--- src/rtl/fp16_pkg.sv ---
// fp16_pkg: binary16 field layout, constants and operand classification.
`default_nettype none

package fp16_pkg;

  localparam int EXP_W  = 5;
  localparam int FRAC_W = 10;
  localparam int BIAS   = 15;

  localparam logic [EXP_W-1:0] EXP_MAX      = 5'h1F;
  localparam logic [15:0]      QNAN_DEFAULT = 16'h7E00;

  typedef struct packed {
    logic              sign;
    logic [EXP_W-1:0]  exp;
    logic [FRAC_W-1:0] frac;
  } fp16_t;

  typedef struct packed {
    logic is_nan;
    logic is_inf;
    logic is_zero;
    logic is_sub;
  } fp16_class_t;

  function automatic fp16_class_t fp16_decode(input fp16_t x);
    fp16_class_t c;
    c.is_nan  = (x.exp == EXP_MAX) && (x.frac != '0);
    c.is_inf  = (x.exp == EXP_MAX) && (x.frac == '0);
    c.is_zero = (x.exp == '0) && (x.frac == '0);
    c.is_sub  = (x.exp == '0) && (x.frac != '0);
    return c;
  endfunction

endpackage

`default_nettype wire

--- src/rtl/mul_fp16_pipe_lzc22.sv ---
// lzc22: combinational leading-zero count of a 22-bit vector (22 when all zero).
`default_nettype none

module lzc22 (
  input  logic [21:0] value,
  output logic [4:0]  count
);

  logic found;

  always_comb begin
    count = '0;
    found = 1'b0;
    for (int i = 21; i >= 0; i--) begin
      if (!found) begin
        if (value[i]) found = 1'b1;
        else          count = count + 5'd1;
      end
    end
  end

endmodule

`default_nettype wire

--- src/rtl/mul_fp16_pipe.sv ---
// mul_fp16_pipe: two-stage binary16 multiplier (decode/multiply, normalize/round)
// with valid/ready flow control and a sideband tag; flush-to-zero on underflow.
`default_nettype none

module mul_fp16_pipe
  import fp16_pkg::*;
#(
  parameter int          TAG_W = 4,
  parameter logic [15:0] QNAN  = QNAN_DEFAULT
) (
  input  logic             clk,
  input  logic             nRST,
  input  logic             in_valid,
  output logic             in_ready,
  input  logic [15:0]      a_in,
  input  logic [15:0]      b_in,
  input  logic [TAG_W-1:0] tag_in,
  output logic             out_valid,
  input  logic             out_ready,
  output logic [15:0]      prod_out,
  output logic [TAG_W-1:0] tag_out
);

  logic adv1, adv2;

  // Stage-1 registers
  logic              s1_v;
  logic              s1_sign;
  logic signed [6:0] s1_esum;
  logic [21:0]       s1_p;
  logic              s1_spec;
  logic [15:0]       s1_spec_val;
  logic [TAG_W-1:0]  s1_tag;

  // Stage-2 registers drive the outputs directly
  logic              s2_v;
  logic [15:0]       s2_prod;
  logic [TAG_W-1:0]  s2_tag;

  assign adv2      = !s2_v || out_ready;
  assign adv1      = !s1_v || adv2;
  assign in_ready  = adv1;
  assign out_valid = s2_v;
  assign prod_out  = s2_prod;
  assign tag_out   = s2_tag;

  // ---------------- stage 1: decode + multiply ----------------
  fp16_t       a, b;
  fp16_class_t ca, cb;
  logic [4:0]  eff_a, eff_b;
  logic [10:0] man_a, man_b;
  logic        sign;
  logic [21:0] p;
  logic signed [6:0] esum;
  logic        spec;
  logic [15:0] spec_val;

  assign a     = a_in;
  assign b     = b_in;
  assign ca    = fp16_decode(a);
  assign cb    = fp16_decode(b);
  assign sign  = a.sign ^ b.sign;
  assign eff_a = (a.exp == '0) ? 5'd1 : a.exp;
  assign eff_b = (b.exp == '0) ? 5'd1 : b.exp;
  assign man_a = {~(ca.is_sub | ca.is_zero), a.frac};
  assign man_b = {~(cb.is_sub | cb.is_zero), b.frac};
  assign p     = {11'b0, man_a} * {11'b0, man_b};
  assign esum  = $signed({2'b00, eff_a}) + $signed({2'b00, eff_b}) - $signed(7'(BIAS));

  always_comb begin
    spec     = 1'b0;
    spec_val = '0;
    if (ca.is_nan || cb.is_nan) begin
      spec     = 1'b1;
      spec_val = QNAN;
    end else if ((ca.is_inf && cb.is_zero) || (cb.is_inf && ca.is_zero)) begin
      spec     = 1'b1;
      spec_val = QNAN;
    end else if (ca.is_inf || cb.is_inf) begin
      spec     = 1'b1;
      spec_val = {sign, EXP_MAX, 10'b0};
    end else if (ca.is_zero || cb.is_zero) begin
      spec     = 1'b1;
      spec_val = {sign, 15'b0};
    end
  end

  always_ff @(posedge clk) begin
    if (!nRST) begin
      s1_v        <= 1'b0;
      s1_sign     <= 1'b0;
      s1_esum     <= '0;
      s1_p        <= '0;
      s1_spec     <= 1'b0;
      s1_spec_val <= '0;
      s1_tag      <= '0;
    end else if (adv1) begin
      s1_v        <= in_valid;
      s1_sign     <= sign;
      s1_esum     <= esum;
      s1_p        <= p;
      s1_spec     <= spec;
      s1_spec_val <= spec_val;
      s1_tag      <= tag_in;
    end
  end

  // ---------------- stage 2: normalize + round ----------------
  logic [4:0]        lz;
  logic [21:0]       n;
  logic signed [7:0] e_pre, e_fin;
  logic [9:0]        frac;
  logic              guard, sticky, inc;
  logic [10:0]       frac_r;
  logic [15:0]       result;

  lzc22 u_lzc (
    .value (s1_p),
    .count (lz)
  );

  assign n      = s1_p << lz;
  assign e_pre  = $signed({s1_esum[6], s1_esum}) + 8'sd1 - $signed({3'b000, lz});
  assign frac   = n[20:11];
  assign guard  = n[10];
  assign sticky = |n[9:0];
  assign inc    = guard & (sticky | frac[0]);
  assign frac_r = {1'b0, frac} + {10'b0, inc};
  // A rounding carry leaves frac_r[9:0] at zero, so only the exponent moves.
  assign e_fin  = e_pre + $signed({7'b0, frac_r[10]});

  always_comb begin
    result = {s1_sign, e_fin[4:0], frac_r[9:0]};
    if (s1_spec) begin
      result = s1_spec_val;
    end else if (!n[21] || e_pre <= 8'sd0) begin
      result = {s1_sign, 15'b0};
    end else if (e_fin >= 8'sd31) begin
      result = {s1_sign, EXP_MAX, 10'b0};
    end
  end

  always_ff @(posedge clk) begin
    if (!nRST) begin
      s2_v    <= 1'b0;
      s2_prod <= '0;
      s2_tag  <= '0;
    end else if (adv2) begin
      s2_v    <= s1_v;
      s2_prod <= result;
      s2_tag  <= s1_tag;
    end
  end

endmodule

`default_nettype wire

--- config.mk ---
export PLATFORM = sky130hd
export DESIGN_NAME = mul_fp16_pipe
export DESIGN_NICKNAME = d
export VERILOG_FILES = /design/src/rtl/fp16_pkg.sv /design/src/rtl/mul_fp16_pipe_lzc22.sv /design/src/rtl/mul_fp16_pipe.sv
export SDC_FILE = /design/constraint.sdc
export NUM_CORES = 1
export LEC_CHECK = 0
export CORE_MARGIN = 2
export CORE_UTILIZATION = 30
export DETAILED_ROUTE_END_ITERATION = 12
export PLACE_DENSITY_LB_ADDON = 0.12
export SLEW_MARGIN = 0
export SYNTH_ARGS = -nofsm -noshare
export SYNTH_HDL_FRONTEND = slang
export SYNTH_SLANG_ARGS = --single-unit
--- constraint.sdc ---
create_clock -name clk -period 40.2 [get_ports clk]
set_clock_uncertainty 0.15 [all_clocks]
set_input_delay 8.04 -clock clk [delete_from_list [all_inputs] [get_ports clk]]
set_output_delay 8.04 -clock clk [all_outputs]
set_load 0.05 [all_outputs]
Word-level counts from Yosys, hierarchy flattened
Index checks and enable logic that the tools add are counted.
{"block": "word_totals", "register_bits": 73, "inputBits": 40, "output_inout_bits": 22, "wordCells": 174}
{"block": "op_classes", "n_addsub": 27, "n_mul": 1, "n_lt_le_gt_ge": 2, "eq_ne": 2, "shifts": 1, "mux": 97, "bitwise_logic": 7, "reduce_logical": 27}
{"operator": "$mux W5", "count": 44}
{"operator": "$add A5 B1 Y5 const B", "count": 20}
{"operator": "$mux W16", "count": 5}
{"operator": "$mux W1", "count": 46}
{"operator": "$mux W15", "count": 2}
{"operator": "$mul A11 B11 Y22", "count": 1}
{"operator": "$shl A22 B5 Y22", "count": 1}
{"operator": "$logic_not A10 Y1", "count": 2}
{"operator": "$reduce_bool A10 Y1", "count": 2}
{"operator": "$add A10 B1 Y11", "count": 1}
{"operator": "$eq A5 B5 Y1 const B", "count": 2}
{"operator": "$logic_and A1 B1 Y1", "count": 10}
{"operator": "$logic_not A5 Y1", "count": 2}
{"operator": "$reduce_or A10 Y1", "count": 1}
{"operator": "$add A7 B2 Y8 const B", "count": 1}
{"operator": "$add A8 B2 Y8", "count": 1}
{"operator": "$ge A8 B6 Y1 const B", "count": 1}
{"operator": "$le A8 B1 Y1 const B", "count": 1}
{"operator": "$sub A8 B6 Y8", "count": 1}
{"operator": "$logic_or A1 B1 Y1", "count": 7}
{"operator": "$sub A6 B4 Y7 const B", "count": 1}
{"operator": "$add A5 B5 Y6", "count": 1}
{"operator": "$logic_not A1 Y1", "count": 3}
{"operator": "$or A1 B1 Y1", "count": 3}
{"operator": "other kinds (4)", "count": 5}

Longest topological paths before layout
{"block": "depth", "depth_word": 74, "ltp_mapped": 86, "depth_no_buf": 83}

Hierarchy
A second synthesis with hierarchy kept.
{"block": "unflattened", "hier_cells": 1315, "area_unflattened_um2": 10686.5}
{"module": "mul_fp16_pipe", "instances": 1, "cells_per_inst": 989, "area_per_inst_um2": 8480.6, "seq_area_each_um2": 1201.2}
{"module": "lzc22", "instances": 1, "cells_per_inst": 326, "area_per_inst_um2": 2205.9, "seq_area_each_um2": 0.0}

Worst setup path after synthesis
OpenSTA, ideal clock, no wires.
{"block": "synth_path", "path_type": "input-to-output", "from": "input out_ready", "to": "output in_ready", "arrival_time_ns": 9.180, "t_required_ns": 32.010, "path_slack_ns": 22.830, "path_stages": 5, "n_path_buf": 2, "path_cell_list": "nor2b_1 > clkbuf_1 > and2_1 > inv_2 > buf_1"}
{"block": "synth_via", "elab_chain_cells": 2}
{"element": "from (decl)", "line": "mul_fp16_pipe.sv:19", "text": "input logic out_ready,"}
{"element": "$logic_or A1 B1 Y1", "line": "mul_fp16_pipe.sv:40", "text": "assign adv2 = !s2_v || out_ready;"}
{"element": "$logic_or A1 B1 Y1", "line": "mul_fp16_pipe.sv:41", "text": "assign adv1 = !s1_v || adv2;"}
{"element": "to (decl)", "line": "mul_fp16_pipe.sv:14", "text": "output logic in_ready,"}
No other way between the ends.

Worst setup path in the final report
Ends and elaborated chain as after synthesis.

==> impl_metrics.yaml <==
clock_tree:
  clock_sinks: 60
  cts_tree: "yes"
  post-cts-setup-buffer-count: 0
  numCtsBuffers: 9
  clk_pin_slew_ns: 0.06
  clk_path_buf_depth: 2
  cts-htree-levels: 3
  postCtsResizedCells: 0
  cts_hold_buf: 0
  clk_latency_ns: 0.33
  root_buffer: "clkbuf_16"
place:
  place_congestion: 0.840
  dp_hpwl_um: 25400
  port_buffers: 61
finish:
  nNetsFinal: 1709
  drive_gt1_frac: 0.0550
  diodes: 0
  layout-area-overhead-vs-synth_pct: 10.8
  utilization: 0.338
synthesis:
  syn_inst: 1498
  synth_seq_cells: 60
  async_flop_share: 0
  synth-main-ff-cell: "dfxtp_1"
  ys_seq_area_frac: 0.105
  synth_area_leader_cell: "fa_1"
  syn_area_sq_mm: 0.0115
  syn_avg_cell_area_sq_um: 7.67
  ys_types: 93
  synth_edf_count: 0
  synth_area_leaders: "fa_1, ha_1, dfxtp_1"
  synth_top_area_frac: 0.143
  yosys_warnings: 0
  synthesis.nets: 1721
global_route:
  grt_pass1_wl_um: 53400
  grt_use_total: 0.167
  antenna_found_initial: 0
  grt_pass1_vias: 10100
  grt_max_degree: 62
  grt_remaining_overflow: 0
setup_path:
  criticalPathCategory: "input port to primary output"
  critPathLaunchType: "input port"
  required_ns: 32.01
  worstPathArrival_ns: 10.58
  cp-end-kind: "primary output"
  critical_path_peak_fanout: 49
  worstPathCellList: "clkdlybuf4s50_1, nor2b_1, buf_4, and2_2, buf_4, inv_2, clkdlybuf4s50_1"
  crit_path_top_delay_cell: "clkdlybuf4s50_1"
  max_stage_delay_ns: 0.90
detailed_routing:
  drtIter0Drc: 585
  route.detailed.drc: 0
  vias_per_cell: 5.05
  vias: 10100
  routed_wl_um: 32000
  postRouteAntennaNets: 0
  wl_per_cell_um: 16.0
  dr.pass1.iters: 5
sta:
  tightest_slew_ns: 0.946
  setup_tns_ns: 0
  period_share: 0.467
  hold_viol_final: 0
  slew_viol_final: 0
  setup_viol: 0
  rsz0062_at_grt: "false"
  whs_ns: 0.299
  slew_headroom: 0.369
  finalCriticalPeriod_ns: 18.77
  fmax_mhz: 53.3
die:
  start_util: 0.305
  num_rows: 71
  coreArea_sq_mm: 0.0377
  die_area_sq_mm: 0.0399
  io_pins: 62
  die_h_um: 200
  die_x_um: 200
hold_path:
  hold_class: "register to register"
flow_run:
  maxCapViolCount: 0
outcome:
  outcome: "finished clean"
-- through the flow --
stage | setup slack, ns | instance area [sq um] | std cells
2_1_floorplan | 22.83 | 11500 | 1498
3_3_place_gp | 21.44 | 12400 | 1986
3_5_place_dp | 21.43 | 12400 | 1986
4_1_cts | 21.41 | 12700 | 2002
5_1_grt | 19.98 | 12700 | 2002
6_report | 21.43 | 12700 | 2002
-- cells in the mapped netlist, types with 8 or more instances --
| cell | n |
|---|---|
| nand2_1 | 187 |
| nor2b_1 | 19 |
| clkbuf_1 | 77 |
| and3_1 | 9 |
| nand3_1 | 37 |
| buf_2 | 8 |
| nand2b_1 | 18 |
| xor2_1 | 29 |
| inv_1 | 140 |
| o211ai_1 | 13 |
| a21o_1 | 9 |
| mux2_2 | 10 |
| o31ai_1 | 8 |
| fa_1 | 82 |
| nor2_1 | 98 |
| a21boi_0 | 27 |
| xnor3_1 | 8 |
| dfxtp_1 | 60 |
| nor3_1 | 29 |
| a21oi_1 | 67 |
| mux2i_1 | 39 |
| nor4_1 | 21 |
| o21ai_0 | 74 |
| ha_1 | 101 |
| or3_1 | 13 |
| or4_1 | 10 |
| nand4_1 | 9 |
| and2_1 | 85 |
| xnor2_1 | 51 |
-- layer usage --
layer / up-vias / share of wire / track usage
met1: 4846 / 0.51 / 0.238
met5: - / 0 / 0
li1: 5084 / - / -
met4: 0 / 0.015 / 0.0370
met2: 159 / 0.46 / 0.275
met3: 27 / 0.022 / 0.0108
-- registers in the layout, summed over array words and instances, names as in the netlist --
register / cells
s1_v: 1
s1_sign: 1
s1_p: 22
tag_out: 4
s1_spec_val: 3
s1_tag: 4
out_valid: 1
s1_esum: 7
s1_spec: 1
prod_out: 16
-- cell type report --
class / count / area, sq um
inverter: 142 / 533
clock inverter: 6 / 63.8
sequential: 60 / 1200
fill: 4088 / 24900
clock buffer: 10 / 229
multi-input combinational: 1203 / 9390
tap: 511 / 639
timing repair buffer: 70 / 673
-- critical path: cells and delay by family --
family / cells / cell delay (ns)
buffers and inverters: 5 / 2.27
and+or+nand+nor: 2 / 0.26
-- kinds of logic (layout without fill, tap and decap cells) --
kind of cell               count (synthesis)  in the layout  synth area share
and+or+nand+nor                          572            572             0.253
AOI/OAI and AO/OA                        301            301             0.175
buffers and inverters                    235            228            0.0790
adders and majority gates                186            186             0.256
xor gates and xnor gates                  93             93            0.0852
DFF                                       60             60             0.105
muxes                                     51             51            0.0470
-- worst paths after layout --
check,end,slack (ns),startpoint,cells past startpoint
min reg2reg,prod_out[8]$_SDFFE_PN0P_,0.30,prod_out[8]$_SDFFE_PN0P_,2
max,in_ready,21.43,out_ready,7
min,prod_out[8]$_SDFFE_PN0P_,0.30,prod_out[8]$_SDFFE_PN0P_,2
max reg2reg,prod_out[4]$_SDFFE_PN0P_,21.80,s1_p[21]$_SDFFE_PN0P_,81
-- placed cells by master (no fill, tap or decap), types with 9 or more instances in the layout --
| cell | netlist | final |
|---|---|---|
| a21boi_0 | 27 | 27 |
| a21o_1 | 9 | 9 |
| a21oi_1 | 67 | 67 |
| and2_1 | 85 | 84 |
| and3_1 | 9 | 9 |
| buf_4 | 2 | 9 |
| clkbuf_16 | 0 | 9 |
| clkdlybuf4s50_1 | 0 | 60 |
| dfxtp_1 | 60 | 60 |
| fa_1 | 82 | 82 |
| ha_1 | 101 | 101 |
| inv_1 | 140 | 140 |
| mux2_2 | 10 | 10 |
| mux2i_1 | 39 | 39 |
| nand2_1 | 187 | 187 |
| nand2b_1 | 18 | 18 |
| nand3_1 | 37 | 37 |
| nand4_1 | 9 | 9 |
| nor2_1 | 98 | 98 |
| nor2b_1 | 19 | 19 |
| nor3_1 | 29 | 29 |
| nor4_1 | 21 | 21 |
| o211ai_1 | 13 | 13 |
| o21ai_0 | 74 | 74 |
| or3_1 | 13 | 13 |
| or4_1 | 10 | 10 |
| xnor2_1 | 51 | 51 |
| xor2_1 | 29 | 29 |
Power is left out: the tool's default activity adds up to more than one toggle a clock period on the data nets, which glitch-free logic cannot reach.
